$ cat src/rtl/seq_alu_param.sv
// Sequential multi-cycle ALU: single-cycle logic/add/sub ops, radix-4 Booth signed
// multiply and (optionally) unsigned non-restoring divide.
// Optional feature: define SEQ_ALU_DIV_EN to build the divider (op 110); without it
// op 110 is reported as illegal like the reserved op 111.
module seq_alu_param #(
    parameter int WIDTH = 8,
    parameter int CNT_W = $clog2(WIDTH) + 1
) (
    input  logic               clk,
    input  logic               reset,
    input  logic               start,
    input  logic [2:0]         op,
    input  logic [WIDTH-1:0]   x,
    input  logic [WIDTH-1:0]   y,
    output logic               busy,
    output logic               done,
    output logic [2*WIDTH-1:0] result,
    output logic               ovf,
    output logic               dz,
    output logic               illegal
);

    localparam logic [2:0] OpAnd = 3'b000;
    localparam logic [2:0] OpOr  = 3'b001;
    localparam logic [2:0] OpXor = 3'b010;
    localparam logic [2:0] OpAdd = 3'b011;
    localparam logic [2:0] OpSub = 3'b100;
    localparam logic [2:0] OpMul = 3'b101;
`ifdef SEQ_ALU_DIV_EN
    localparam logic [2:0] OpDiv = 3'b110;
`endif

    // Booth register layout: {acc[WIDTH+1:0], multiplier[WIDTH-1:0], guard}
    localparam int PW = 2 * WIDTH + 3;

    typedef enum logic [2:0] {
        StIdle, StLoad, StExec, StMulIt, StDivIt, StDivFix, StDone
    } state_e;

    state_e             state_q, state_d;
    logic [2:0]         op_q;
    logic [WIDTH-1:0]   a_q, b_q;
    logic [CNT_W-1:0]   cnt_q, cnt_d;
    logic [PW-1:0]      prod_q, prod_d;
    logic [2*WIDTH-1:0] result_q, result_d;
    logic               ovf_q, ovf_d, dz_q, dz_d, ill_q, ill_d;
    logic               accept;

    logic [WIDTH-1:0]   sum, diff;
    logic [WIDTH+1:0]   m1, m2, pp, hi_sum;
    logic [PW-1:0]      booth_tmp, booth_next;

`ifdef SEQ_ALU_DIV_EN
    logic [WIDTH+1:0]   rem_q, rem_d, shifted, d_ext, rem_step;
    logic [WIDTH-1:0]   quo_q, quo_d, quo_step;
`endif

    assign sum  = a_q + b_q;
    assign diff = a_q - b_q;
    assign m1   = {{2{a_q[WIDTH-1]}}, a_q};
    assign m2   = {m1[WIDTH:0], 1'b0};

    // Booth radix-4 recoding of the low multiplier bits plus guard, then shift by 2
    always_comb begin
        pp = '0;
        case (prod_q[2:0])
            3'b001, 3'b010: pp = m1;
            3'b011:         pp = m2;
            3'b100:         pp = -m2;
            3'b101, 3'b110: pp = -m1;
            default:        pp = '0;
        endcase
        hi_sum     = prod_q[PW-1:WIDTH+1] + pp;
        booth_tmp  = {hi_sum, prod_q[WIDTH:0]};
        booth_next = {{2{booth_tmp[PW-1]}}, booth_tmp[PW-1:2]};
    end

`ifdef SEQ_ALU_DIV_EN
    // Non-restoring step: add or subtract divisor depending on partial remainder sign
    always_comb begin
        d_ext    = {2'b00, b_q};
        shifted  = {rem_q[WIDTH:0], quo_q[WIDTH-1]};
        rem_step = rem_q[WIDTH+1] ? (shifted + d_ext) : (shifted - d_ext);
        quo_step = {quo_q[WIDTH-2:0], ~rem_step[WIDTH+1]};
    end
`endif

    // Next-state, iteration control and result/flag update
    always_comb begin
        state_d  = state_q;
        cnt_d    = cnt_q;
        prod_d   = prod_q;
        result_d = result_q;
        ovf_d    = ovf_q;
        dz_d     = dz_q;
        ill_d    = ill_q;
        accept   = 1'b0;
`ifdef SEQ_ALU_DIV_EN
        rem_d    = rem_q;
        quo_d    = quo_q;
`endif
        case (state_q)
            StIdle: begin
                if (start) begin
                    accept  = 1'b1;
                    state_d = StLoad;
                    ovf_d   = 1'b0;
                    dz_d    = 1'b0;
                    ill_d   = 1'b0;
                end
            end
            StLoad: begin
                cnt_d   = '0;
                prod_d  = {{(WIDTH + 2){1'b0}}, b_q, 1'b0};
`ifdef SEQ_ALU_DIV_EN
                rem_d   = '0;
                quo_d   = a_q;
`endif
                state_d = StExec;
            end
            StExec: begin
                state_d = StDone;
                case (op_q)
                    OpAnd: result_d = {{WIDTH{1'b0}}, a_q & b_q};
                    OpOr:  result_d = {{WIDTH{1'b0}}, a_q | b_q};
                    OpXor: result_d = {{WIDTH{1'b0}}, a_q ^ b_q};
                    OpAdd: begin
                        result_d = {{WIDTH{sum[WIDTH-1]}}, sum};
                        ovf_d    = (a_q[WIDTH-1] == b_q[WIDTH-1]) &&
                                   (sum[WIDTH-1] != a_q[WIDTH-1]);
                    end
                    OpSub: begin
                        result_d = {{WIDTH{diff[WIDTH-1]}}, diff};
                        ovf_d    = (a_q[WIDTH-1] != b_q[WIDTH-1]) &&
                                   (diff[WIDTH-1] != a_q[WIDTH-1]);
                    end
                    OpMul: state_d = StMulIt;
`ifdef SEQ_ALU_DIV_EN
                    OpDiv: begin
                        if (b_q == '0) begin
                            result_d = {a_q, {WIDTH{1'b1}}};
                            dz_d     = 1'b1;
                        end else begin
                            state_d = StDivIt;
                        end
                    end
`endif
                    default: begin
                        result_d = '0;
                        ill_d    = 1'b1;
                    end
                endcase
            end
            StMulIt: begin
                prod_d = booth_next;
                cnt_d  = cnt_q + CNT_W'(1);
                if (cnt_q == CNT_W'(WIDTH / 2 - 1)) begin
                    result_d = prod_d[2*WIDTH:1];
                    state_d  = StDone;
                end
            end
`ifdef SEQ_ALU_DIV_EN
            StDivIt: begin
                rem_d = rem_step;
                quo_d = quo_step;
                cnt_d = cnt_q + CNT_W'(1);
                if (cnt_q == CNT_W'(WIDTH - 1)) begin
                    state_d = StDivFix;
                end
            end
            StDivFix: begin
                // Quotient bits are already exact; only a negative remainder needs fixing
                rem_d    = rem_q[WIDTH+1] ? (rem_q + d_ext) : rem_q;
                result_d = {rem_d[WIDTH-1:0], quo_q};
                state_d  = StDone;
            end
`endif
            StDone:  state_d = StIdle;
            default: state_d = StIdle;
        endcase
    end

    // State register
    always_ff @(posedge clk or posedge reset) begin
        if (reset) begin
            state_q <= StIdle;
        end else begin
            state_q <= state_d;
        end
    end

    // Operand capture and datapath registers
    always_ff @(posedge clk or posedge reset) begin
        if (reset) begin
            op_q     <= '0;
            a_q      <= '0;
            b_q      <= '0;
            cnt_q    <= '0;
            prod_q   <= '0;
            result_q <= '0;
            ovf_q    <= 1'b0;
            dz_q     <= 1'b0;
            ill_q    <= 1'b0;
`ifdef SEQ_ALU_DIV_EN
            rem_q    <= '0;
            quo_q    <= '0;
`endif
        end else begin
            if (accept) begin
                op_q <= op;
                a_q  <= x;
                b_q  <= y;
            end
            cnt_q    <= cnt_d;
            prod_q   <= prod_d;
            result_q <= result_d;
            ovf_q    <= ovf_d;
            dz_q     <= dz_d;
            ill_q    <= ill_d;
`ifdef SEQ_ALU_DIV_EN
            rem_q    <= rem_d;
            quo_q    <= quo_d;
`endif
        end
    end

    assign busy    = (state_q != StIdle) && (state_q != StDone);
    assign done    = (state_q == StDone);
    assign result  = result_q;
    assign ovf     = ovf_q;
    assign dz      = dz_q;
    assign illegal = ill_q;

endmodule

$ cat config.mk
export PLATFORM = sky130hd
export DESIGN_NAME = seq_alu_param
export DESIGN_NICKNAME = d
export VERILOG_FILES = /design/src/rtl/seq_alu_param.sv
export SDC_FILE = /design/constraint.sdc
export NUM_CORES = 1
export LEC_CHECK = 0
export BUFFER_PORTS_ARGS = -buffer_cell sky130_fd_sc_hd__buf_2
export CORE_ASPECT_RATIO = 1.75
export CORE_UTILIZATION = 40
export CTS_BUF_LIST = sky130_fd_sc_hd__clkbuf_4
export CTS_CLUSTER_SIZE = 16
export DETAILED_ROUTE_END_ITERATION = 6
export GPL_TIMING_DRIVEN = 0
export SLEW_MARGIN = 30
export SYNTH_ARGS = -nofsm -noshare
export SYNTH_HDL_FRONTEND = slang
export SYNTH_SLANG_ARGS = --single-unit
$ cat constraint.sdc
create_clock -name clk -period 3.35 [get_ports clk]
set_input_delay 0.335 -clock clk [delete_from_list [all_inputs] [get_ports clk]]
set_output_delay 0.335 -clock clk [all_outputs]
set_load 0.02 [all_outputs]
==> metrics.yaml <==
outcome:
  status: "complete, no violations"
setup_path:
  critPathSlowestCell: "dfrtp_2"
  path_max_fanout: 3
  startpoint_type: "register"
  endpoint_kind: "register"
  worstPathCellList: "inv_1 -> ha_4 -> nor3b_4 -> nand3_2 -> nand2_1 -> xnor2_1 -> a221oi_2 -> a31oi_1 -> ha_1 -> a21o_1 -> a31o_2 -> a21oi_1 -> xnor2_1 -> and2_1 -> o21ai_1"
  cp_common_cell: "xnor2_1"
  critPathArrivalTime_ns: 3.52
  crit_buf_inv: 1
  slowest_delay_ns: 0.42
  worst_ep_required_time_ns: 3.68
  crit_type: "register to register"
  critPathTopFamily: "compound AO/OA/AOI/OAI gates"
worst_hold_path:
  holdCritPathClass: "primary input to register"
sta:
  fmax_mhz: 314
  slew_viol_final: 0
  maxSlewHeadroom_pct: 61.4
  min_period_ns: 3.19
  hold_viol_final: 0
  min_period_over_period_pct: 95.2
  whs_ns: 0.0756
  clock_skew_ns: 0.0165
  finalSetupViolCount: 0
  worstMarginPinSlew_ns: 0.579
detailed_routing:
  vias: 4068
  first_pass_iters: 4
  routedWlPerCell_um: 17.8
  ant_nets: 0
  vias_per_cell: 5.55
  drcViolationCount: 0
  drt_iter0_markers: 187
  wl_um: 13000
layout:
  fin_cells: 733
  utilization_pct: 47.0
  final_nets: 654
  design_area_sq_um: 5220
  fill_cells: 1160
  layout-drive-gt1-share_pct: 19.0
  area_growth_pct: 14.1
synthesis:
  yosysSeqAreaShare_pct: 33.4
  synth.cell_area_sq_um: 4580
  yosysTopAreaCell: "dfrtp_1"
  synth_area_leaders: "dfrtp_1, ha_1, nand2_1"
  synth-warning-count: 0
  synth.top_cell.area_share_pct: 33.4
  synth-seq-cells: 61
  ys.flop_type: "dfrtp_1"
  ys_async_sr_fraction_pct: 100
  syn_area_per_cell_sq_um: 8.54
  synth-edff-count: 0
  syn_inst: 536
  synthesis.nets: 595
  synth_cell_types: 69
global_route:
  grt_pass1_vias: 4011
  antenna_found_initial: 1
  grt_max_degree: 39
  grtUsageTotal_pct: 23.0
  grt_overflow: 0
  grt_pass1_wl_um: 21100
floorplanning:
  fp.dieW_um: 82.9
  die_y_um: 143
  rows: 51
  dieArea_sq_um: 11900
  start_util_pct: 41.2
  core_sq_um: 11100
  io_pins: 43
placement:
  dp.cells: 710
  dpl-instance-area_sq_um: 4970
  place_congestion: 0.901
  hpwl_um: 10200
  port_buffers: 41
clocking:
  clock_path_buffers: 2
  cts.sinks: 61
  cts_root_buf: "clkbuf_4"
  cts_buffers: 9
  cts_max_level: 3
  path_clk_slew_ns: 0.12
  insertion_delay_ns: 0.46
  cts_tree: "done"
job:
  cap_violations: 0
power:
  peakVddDrop_v: 0.000464
  power_density_nw_per_um2: 1220
  power_w: 0.00637
  p_leak_nw: 2.39
-- stage by stage --
stage / setup slack, ns / setup TNS (ns)
final: 0.162 / 0
after global routing: -0.0330 / -0.0530
after CTS: 0.00860 / 0
after detailed placement: -0.454 / -1.63
after global placement: -0.318 / -0.798
after floorplan: 0.131 / 0
-- per-layer routing --
metal  global-route usage (%)  part of all wire (%)  vias to the layer above  routed length [um]
li1                         -                     -                     1989                   -
met3                     4.14                   2.8                       22                 361
met2                     43.4                    54                       81                7060
met4                     9.62                   3.1                        0                 408
met1                     25.2                    40                     1976                5190
met5                        0                     0                        -                   0
-- Yosys cell counts, types with 4 or more instances --
master	count
a22oi_1	4
ha_1	34
a21o_1	6
nand3_1	7
buf_2	4
nor2_1	47
inv_1	30
dfrtp_1	61
xnor2_1	18
nor3_1	4
a21oi_1	26
o211ai_1	7
o21ai_1	4
nand2_1	77
mux2i_1	12
nor2b_1	9
buf_6	5
o221ai_1	5
and2_1	8
a221oi_1	4
a31oi_1	11
nand2b_1	6
o22ai_1	6
o21ai_0	53
clkbuf_1	17
-- what timing repair did --
item | CTS | global route
endpoints found under the hold margin | 23 | 0
hold buffers | 1 | 0
endpoints found under the setup margin | 8 | 6
pin swaps | 1 | 6
buffers inserted | 3 | 3
gates resized for setup | 6 | 14
-- state kept, by name (all words and copies together) (netlist names) --
name     flops
ovf          1
result      16
prod_q      17
cnt_q        4
b_q          8
illegal      1
op_q         3
state_q      3
a_q          8
-- cells by family after synthesis --
logic type	share of synthesized area, %
flip-flops	33.4
multiplexers	3.86
other	0.0820
XOR/XNOR	4.02
AND/OR/NAND/NOR	17.7
adder cells (fa/ha/maj)	10.6
AO/OA/AOI/OAI	23.4
buffers and inverters	6.95
-- power breakdown --
part	total [W]	internal (W)	leakage (nW)	switching, W
Combinational	0.00441	0.00181	1.55	0.00260
Sequential	0.00142	0.00108	0.763	0.000340
Clock	0.000540	0.000227	0.0689	0.000313
Total	0.00637	0.00311	2.39	0.00326
-- area by class of cell --
cell class / count / area, sq um / area share (%)
Timing Repair Buffer: 49 / 280 / 5.37
Multi-Input combinational cell: 410 / 2800 / 53.5
Clock inverter: 6 / 53.8 / 1.03
Tap cell: 132 / 165 / 3.16
Antenna cell: 1 / 2.50 / 0.0479
Clock buffer: 10 / 75.1 / 1.44
Sequential cell: 61 / 1530 / 29.3
Inverter: 33 / 126 / 2.42
Buffer: 31 / 193 / 3.69
-- worst reg2reg max path: stages, from the launching register on --
cell	delay [ns]
dfrtp_2	0.42
inv_1	0.14
ha_4	0.17
nor3b_4	0.23
nand3_2	0.12
nand2_1	0.11
xnor2_1	0.10
a221oi_2	0.27
a31oi_1	0.09
ha_1	0.34
a21o_1	0.18
a31o_2	0.25
a21oi_1	0.18
xnor2_1	0.19
and2_1	0.19
o21ai_1	0.08
-- layout by cell type, fill, tap and decap left out, drive strengths merged, types with 2 or more instances in the layout --
cell	netlist	routed
nor2	48	48
a22oi	4	4
a211oi	2	2
a31oi	11	11
o21bai	4	4
xor2	3	3
nand2b	6	6
o31a	2	2
fa	3	3
xnor2	18	18
clkbuf	19	28
and3	3	3
o21ai	57	57
nor3	5	5
ha	34	34
buf	13	61
a221oi	5	5
mux2i	12	12
nand2	77	77
inv	33	33
o21a	3	3
a31o	2	2
clkinv	0	4
o22a	2	2
dfrtp	61	61
a21o	6	6
o31ai	2	2
or3	3	3
a41oi	3	3
a221o	3	3
a21oi	27	27
a22o	3	3
nor2b	9	9
and2	8	8
o211ai	7	7
o22ai	6	6
nand3b	2	2
mux2	3	3
o221ai	6	6
nand3	9	9
-- final timing paths --
check                           from          to  slack [ns]  depth (start not counted)
setup / recovery              a_q[1]  result[15]        0.16                         15
hold / removal                  y[5]      b_q[5]        0.08                          3
setup reg to reg              a_q[1]  result[15]        0.16                         15
hold reg to reg            prod_q[4]   prod_q[4]        0.49                          2
max in group asynchronous      reset  state_q[2]        2.46                          4
min in group asynchronous      reset         ovf        0.38                          3
Note: power is estimated with default switching activity, not from simulation.
